[src/rtl/seq_stream_gen_if.sv]
// seq_stream_gen_if -- command and stream bundle for seq_stream_gen.
//   Command : i_start, i_len, i_init, i_step  (requester -> generator)
//   Stream  : o_valid, o_data, o_last         (generator -> sink), i_ready (sink -> generator)
//   Status  : o_busy, o_done                  (generator -> requester)
// Modport master is the generator side; modport slave is the requester/sink side.
interface seq_stream_gen_if #(
   parameter int unsigned DATA_WIDTH = 8,
   parameter int unsigned LEN_WIDTH  = 8
);
   logic                  i_start;
   logic [LEN_WIDTH-1:0]  i_len;
   logic [DATA_WIDTH-1:0] i_init;
   logic [DATA_WIDTH-1:0] i_step;
   logic                  i_ready;
   logic                  o_valid;
   logic [DATA_WIDTH-1:0] o_data;
   logic                  o_last;
   logic                  o_busy;
   logic                  o_done;

   modport master (
      input  i_start, i_len, i_init, i_step, i_ready,
      output o_valid, o_data, o_last, o_busy, o_done
   );

   modport slave (
      output i_start, i_len, i_init, i_step, i_ready,
      input  o_valid, o_data, o_last, o_busy, o_done
   );
endinterface

[src/rtl/seq_stream_gen.sv]
// seq_stream_gen -- arithmetic-sequence burst generator.
//   i_clk       : single clock, rising edge
//   i_async_rst : asynchronous, active-high reset
//   bus         : seq_stream_gen_if.master; a start in IDLE latches len/init/step,
//                 then len beats (init + k*step, wrapping) are streamed with a
//                 valid/ready handshake, o_last on the final beat, followed by a
//                 one-cycle o_done pulse. o_busy is high outside IDLE.
module seq_stream_gen #(
   parameter int unsigned DATA_WIDTH = 8,
   parameter int unsigned LEN_WIDTH  = 8
) (
   input  logic             i_clk,
   input  logic             i_async_rst,
   seq_stream_gen_if.master bus
);

   typedef enum logic [1:0] {
      ST_IDLE,
      ST_RUN,
      ST_DONE
   } state_t;

   state_t                state_q, state_d;
   logic [LEN_WIDTH-1:0]  len_q, len_d;
   logic [LEN_WIDTH-1:0]  cnt_q, cnt_d;
   logic [DATA_WIDTH-1:0] step_q, step_d;
   logic [DATA_WIDTH-1:0] data_q, data_d;
   logic                  last;

   // Counter only ever reaches len-1, so a full-scale len cannot overflow it.
   assign last = (state_q == ST_RUN) && (cnt_q == (len_q - LEN_WIDTH'(1)));

   always_comb begin
      state_d = state_q;
      len_d   = len_q;
      cnt_d   = cnt_q;
      step_d  = step_q;
      data_d  = data_q;
      unique case (state_q)
         ST_IDLE: begin
            if (bus.i_start) begin
               len_d   = bus.i_len;
               step_d  = bus.i_step;
               data_d  = bus.i_init;
               cnt_d   = '0;
               state_d = (bus.i_len != '0) ? ST_RUN : ST_DONE;
            end
         end
         ST_RUN: begin
            if (bus.i_ready) begin
               if (last) begin
                  state_d = ST_DONE;
               end else begin
                  // Running accumulator: data tracks init + cnt*step modulo 2^DATA_WIDTH.
                  cnt_d  = cnt_q + LEN_WIDTH'(1);
                  data_d = data_q + step_q;
               end
            end
         end
         ST_DONE: state_d = ST_IDLE;
         default: state_d = ST_IDLE;
      endcase
   end

   always_ff @(posedge i_clk or posedge i_async_rst) begin
      if (i_async_rst) begin
         state_q <= ST_IDLE;
         len_q   <= '0;
         cnt_q   <= '0;
         step_q  <= '0;
         data_q  <= '0;
      end else begin
         state_q <= state_d;
         len_q   <= len_d;
         cnt_q   <= cnt_d;
         step_q  <= step_d;
         data_q  <= data_d;
      end
   end

   assign bus.o_valid = (state_q == ST_RUN);
   assign bus.o_data  = data_q;
   assign bus.o_last  = last;
   assign bus.o_busy  = (state_q != ST_IDLE);
   assign bus.o_done  = (state_q == ST_DONE);

endmodule

[src/flat_wrapper.sv]
// flat-port wrapper written by rule: the top's interface ports become plain ports
module seq_stream_gen_flat 
#(
   parameter int unsigned DATA_WIDTH = 8,
   parameter int unsigned LEN_WIDTH  = 8
)
  (i_clk, i_async_rst, bus_i_start, bus_i_len, bus_i_init, bus_i_step, bus_i_ready, bus_o_valid, bus_o_data, bus_o_last, bus_o_busy, bus_o_done);
  seq_stream_gen_if #(.DATA_WIDTH(DATA_WIDTH), .LEN_WIDTH(LEN_WIDTH)) bus_i ();
  input  logic i_clk;
  input  logic i_async_rst;
  input wire logic [$bits(bus_i.i_start)-1:0] bus_i_start;
  input wire logic [$bits(bus_i.i_len)-1:0] bus_i_len;
  input wire logic [$bits(bus_i.i_init)-1:0] bus_i_init;
  input wire logic [$bits(bus_i.i_step)-1:0] bus_i_step;
  input wire logic [$bits(bus_i.i_ready)-1:0] bus_i_ready;
  output wire logic [$bits(bus_i.o_valid)-1:0] bus_o_valid;
  output wire logic [$bits(bus_i.o_data)-1:0] bus_o_data;
  output wire logic [$bits(bus_i.o_last)-1:0] bus_o_last;
  output wire logic [$bits(bus_i.o_busy)-1:0] bus_o_busy;
  output wire logic [$bits(bus_i.o_done)-1:0] bus_o_done;
  assign bus_i.i_start = bus_i_start;
  assign bus_i.i_len = bus_i_len;
  assign bus_i.i_init = bus_i_init;
  assign bus_i.i_step = bus_i_step;
  assign bus_i.i_ready = bus_i_ready;
  assign bus_o_valid = bus_i.o_valid;
  assign bus_o_data = bus_i.o_data;
  assign bus_o_last = bus_i.o_last;
  assign bus_o_busy = bus_i.o_busy;
  assign bus_o_done = bus_i.o_done;
  seq_stream_gen #(.DATA_WIDTH(DATA_WIDTH), .LEN_WIDTH(LEN_WIDTH)) u_core (.i_clk(i_clk), .i_async_rst(i_async_rst), .bus(bus_i));
endmodule
[config.mk]
export PLATFORM = sky130hd
export DESIGN_NAME = seq_stream_gen_flat
export DESIGN_NICKNAME = d
export VERILOG_FILES = /design/src/rtl/seq_stream_gen_if.sv /design/src/rtl/seq_stream_gen.sv /design/src/flat_wrapper.sv
export SDC_FILE = /design/constraint.sdc
export NUM_CORES = 1
export LEC_CHECK = 0
export CAP_MARGIN = 20
export CORE_MARGIN = 3
export CORE_UTILIZATION = 31
export CTS_CLUSTER_SIZE = 8
export DETAILED_ROUTE_END_ITERATION = 12
export PLACE_DENSITY = 0.54
export SYNTH_ARGS = -nofsm -noshare
export SYNTH_HDL_FRONTEND = slang
export SYNTH_SLANG_ARGS = --single-unit
[constraint.sdc]
create_clock -name i_clk -period 2.52 [get_ports i_clk]
set_input_delay 0.504 -clock i_clk [delete_from_list [all_inputs] [get_ports i_clk]]
set_output_delay 0.504 -clock i_clk [all_outputs]
set_load 0.02 [all_outputs]
==> impl_metrics.ini <==
[layout]
layout.nets = 298
seq_area_sq_um = 851
syn_to_final_growth_pct = 35.5
fillCellCount = 623
drive_above_1_share_pct = 19.5
design_area_sq_um = 2710
insertedDiodeCount = 0
multiInputGateArea_sq_um = 1120

[synth]
ys_warn_count = 0
synth_top_area_share_pct = 42.6
synthTopCellsByArea = dfrtp_1, mux2_2, ha_1
synth_ff_type = dfrtp_1
ys_top_cells_by_count = dfrtp_1, nor2_1, a21oi_1, mux2_2
synthArstFlopShare_pct = 100
synth_top_cell_by_area = dfrtp_1
postSynthRegisterBits = 34
synth.most_common_cell = dfrtp_1
syn_nets = 243
syn-cell-area_sq_um = 2000
syn_avg_cell_area_sq_um = 9.75
synth_enable_flop_cells = 0
seq_area_frac_synth_pct = 42.6
yosys.cell_types.count = 43
synth_cells = 205

[global_routing]
grt_overflow = 0
grt_antenna_before_repair = 0
grt_max_degree = 35
grt_pass1_vias = 1659
grt.total_usage_pct = 13.4
grt_first_pass_wirelength_mm = 7.87

[placement]
place.gp.congestion = 0.766
place_area_sq_um = 2580
io_buffers = 39
dp_hpwl_mm = 3.40

[power]
fin_total_pwr_mw = 3.65
pwr_density_cell_nw_per_um2 = 1350
p_int_mw = 2.10
p_leak_nw = 1.15
pwr-share-comb_pct = 61.0
switching_power_mw = 1.55
pwr-share-clk_pct = 11.9
power_frac_seq_pct = 27.2
swShare_pct = 42.5
ir_drop_mv = 0.697

[setup_path]
crit_path_start = u_core.len_q[0]
arrival_ns = 1.94
worstSetupStartpointType = register
max_stage_delay_ns = 0.39
r2r_end = u_core.bus.o_data[1]
crit_path_end_kind = primary output
endpoint = bus_o_last
reg2regPathDepth = 9
regToRegSetupSlack_ns = 0.13
critPathMaxFanout = 3
cp.required_ns = 2.02
cp_slowest_cell = dfrtp_1
crit_chain = inv_1, ha_2, nor3b_4, xnor2_1, o2111ai_2, nor4_4, buf_4
setup.worst_path.class = register to primary output
r2r-start = u_core.len_q[3]

[route]
vias_per_cell = 4.83
drc = 0
wl_mm = 4.61
postRouteAntennaNets = 0
drtIter0Drc = 55
route.vias.total = 1624
dr.pass1.iters = 4
drt-wirelength-per-cell_microns = 13.7

[outcome]
outcome = finished clean

[timing]
min_period_over_period_pct = 97.2
setup_viol = 0
rsz0062_at_grt = yes
hold_violations = 0
hold-worst-slack_ns = 0.517
fmax_mhz = 408
worst_pin_slew_ns = 0.456
relSlewSlack_pct = 69.4
min_period_ns = 2.45
final_max_slew_viol_count = 0
finClkSkew_ns = 0.00778

[clock_tree]
clock_path_buffers = 2
root_buffer = clkbuf_8
cts_htree_levels = 2
clk_pin_slew_ns = 0.07
cts_tree = done
cts_made_buffers = 5
clk_latency_ns = 0.29
cts_sinks = 34
cts_hold_buffers = 0

[run]
cap_viol_max_count = 0

[die]
dieArea_sq_um = 7450
row_count = 28
io_pins = 40
start_util_pct = 32.8
core_area_sq_um = 6100
die_h_microns = 86.3
dieWidth_microns = 86.3

[hold_path]
hp-class = register to register
-- placed cells by master (no fill, tap or decap), drive strengths merged, types with 4 or more instances in the layout --
| master | n |
|---|---|
| dfrtp | 34 |
| mux2 | 15 |
| or3 | 5 |
| nand3 | 5 |
| clkbuf | 7 |
| nand2 | 12 |
| a21oi | 14 |
| nor2 | 18 |
| buf | 17 |
| xor2 | 7 |
| nor3 | 5 |
| ha | 9 |
| xnor2 | 8 |
| nor3b | 4 |
| clkdlybuf4s50 | 38 |
| inv | 12 |
| nor4 | 6 |
| o21ai | 16 |
-- critical path: cells and delay by family, from the launching register on --
| family | cells | cell delay (ns) |
|---|---|---|
| and+or+nand+nor | 2 | 0.49 |
| DFF | 1 | 0.39 |
| buffers and inverters | 2 | 0.26 |
| adders and majority gates | 1 | 0.19 |
| AOI/OAI and AO/OA | 1 | 0.17 |
| xor gates and xnor gates | 1 | 0.15 |
-- layer usage --
| metal | track usage [%] | wire [microns] |
|---|---|---|
| met4 | 5.10 | 83 |
| met1 | 18.5 | 2310 |
| met5 | 0 | 0 |
| met3 | 2.95 | 160 |
| met2 | 20.4 | 2050 |
-- area by class of cell --
| cell class | instances | area share [%] |
|---|---|---|
| Inverter | 12 | 1.66 |
| Multi-Input combinational cell | 152 | 41.4 |
| Clock inverter | 1 | 0.185 |
| Sequential cell | 34 | 31.4 |
| Tap cell | 75 | 3.46 |
| Clock buffer | 7 | 3.19 |
| Timing Repair Buffer | 55 | 18.7 |
-- state kept, by name, indices dropped and copies added, names as in the netlist --
register           flops
u_core.bus.o_data      8
u_core.cnt_q           8
u_core.len_q           8
u_core.step_q          8
u_core.state_q         2
-- metrics by stage --
step                setup TNS, ns  std cells  setup slack (ns)  util (%)
finish                          0        336            0.0711      44.5
global route              -0.0651        336           -0.0651      44.5
CTS                             0        336            0.0137      43.7
detailed placement        -0.0853        328           -0.0853      42.3
global placement          -0.0581        328           -0.0581      42.3
floorplan                       0        205            0.0751         -
-- cells by family after synthesis --
logic type	synth area share, %
compound gates	13.1
xor+xnor	6.57
fa+ha+maj	6.63
buf+inv	4.13
flops	42.6
mux	9.45
simple gates	17.5
-- timing repair --
item,in CTS,in global routing
resized for setup,4,11
pin swaps,0,4
setup buffers,0,0
setup endpoints to repair,1,14
-- power groups by stage --
stage	clock network (mW)	logic, mW	registers [mW]
6_report	0.433	2.22	0.991
5_1_grt	0.470	2.49	1.04
4_1_cts	0.450	2.15	0.990
3_5_place_dp	0	2.14	1.00
3_3_place_gp	0	2.12	0.998
2_1_floorplan	0	1.42	1.04
-- worst min path at each step --
stage	slack, ns	cells after the start	endpoint	from
finish	0.52	1	u_core.step_q[4]	u_core.step_q[4]
detailed placement	0.50	1	u_core.step_q[3]	u_core.step_q[3]
floorplan	0.48	1	u_core.step_q[0]	u_core.step_q[0]
global placement	0.50	1	u_core.step_q[3]	u_core.step_q[3]
global route	0.54	1	u_core.step_q[4]	u_core.step_q[4]
CTS	0.52	1	u_core.step_q[3]	u_core.step_q[3]
(Power assumes the default switching activity.)
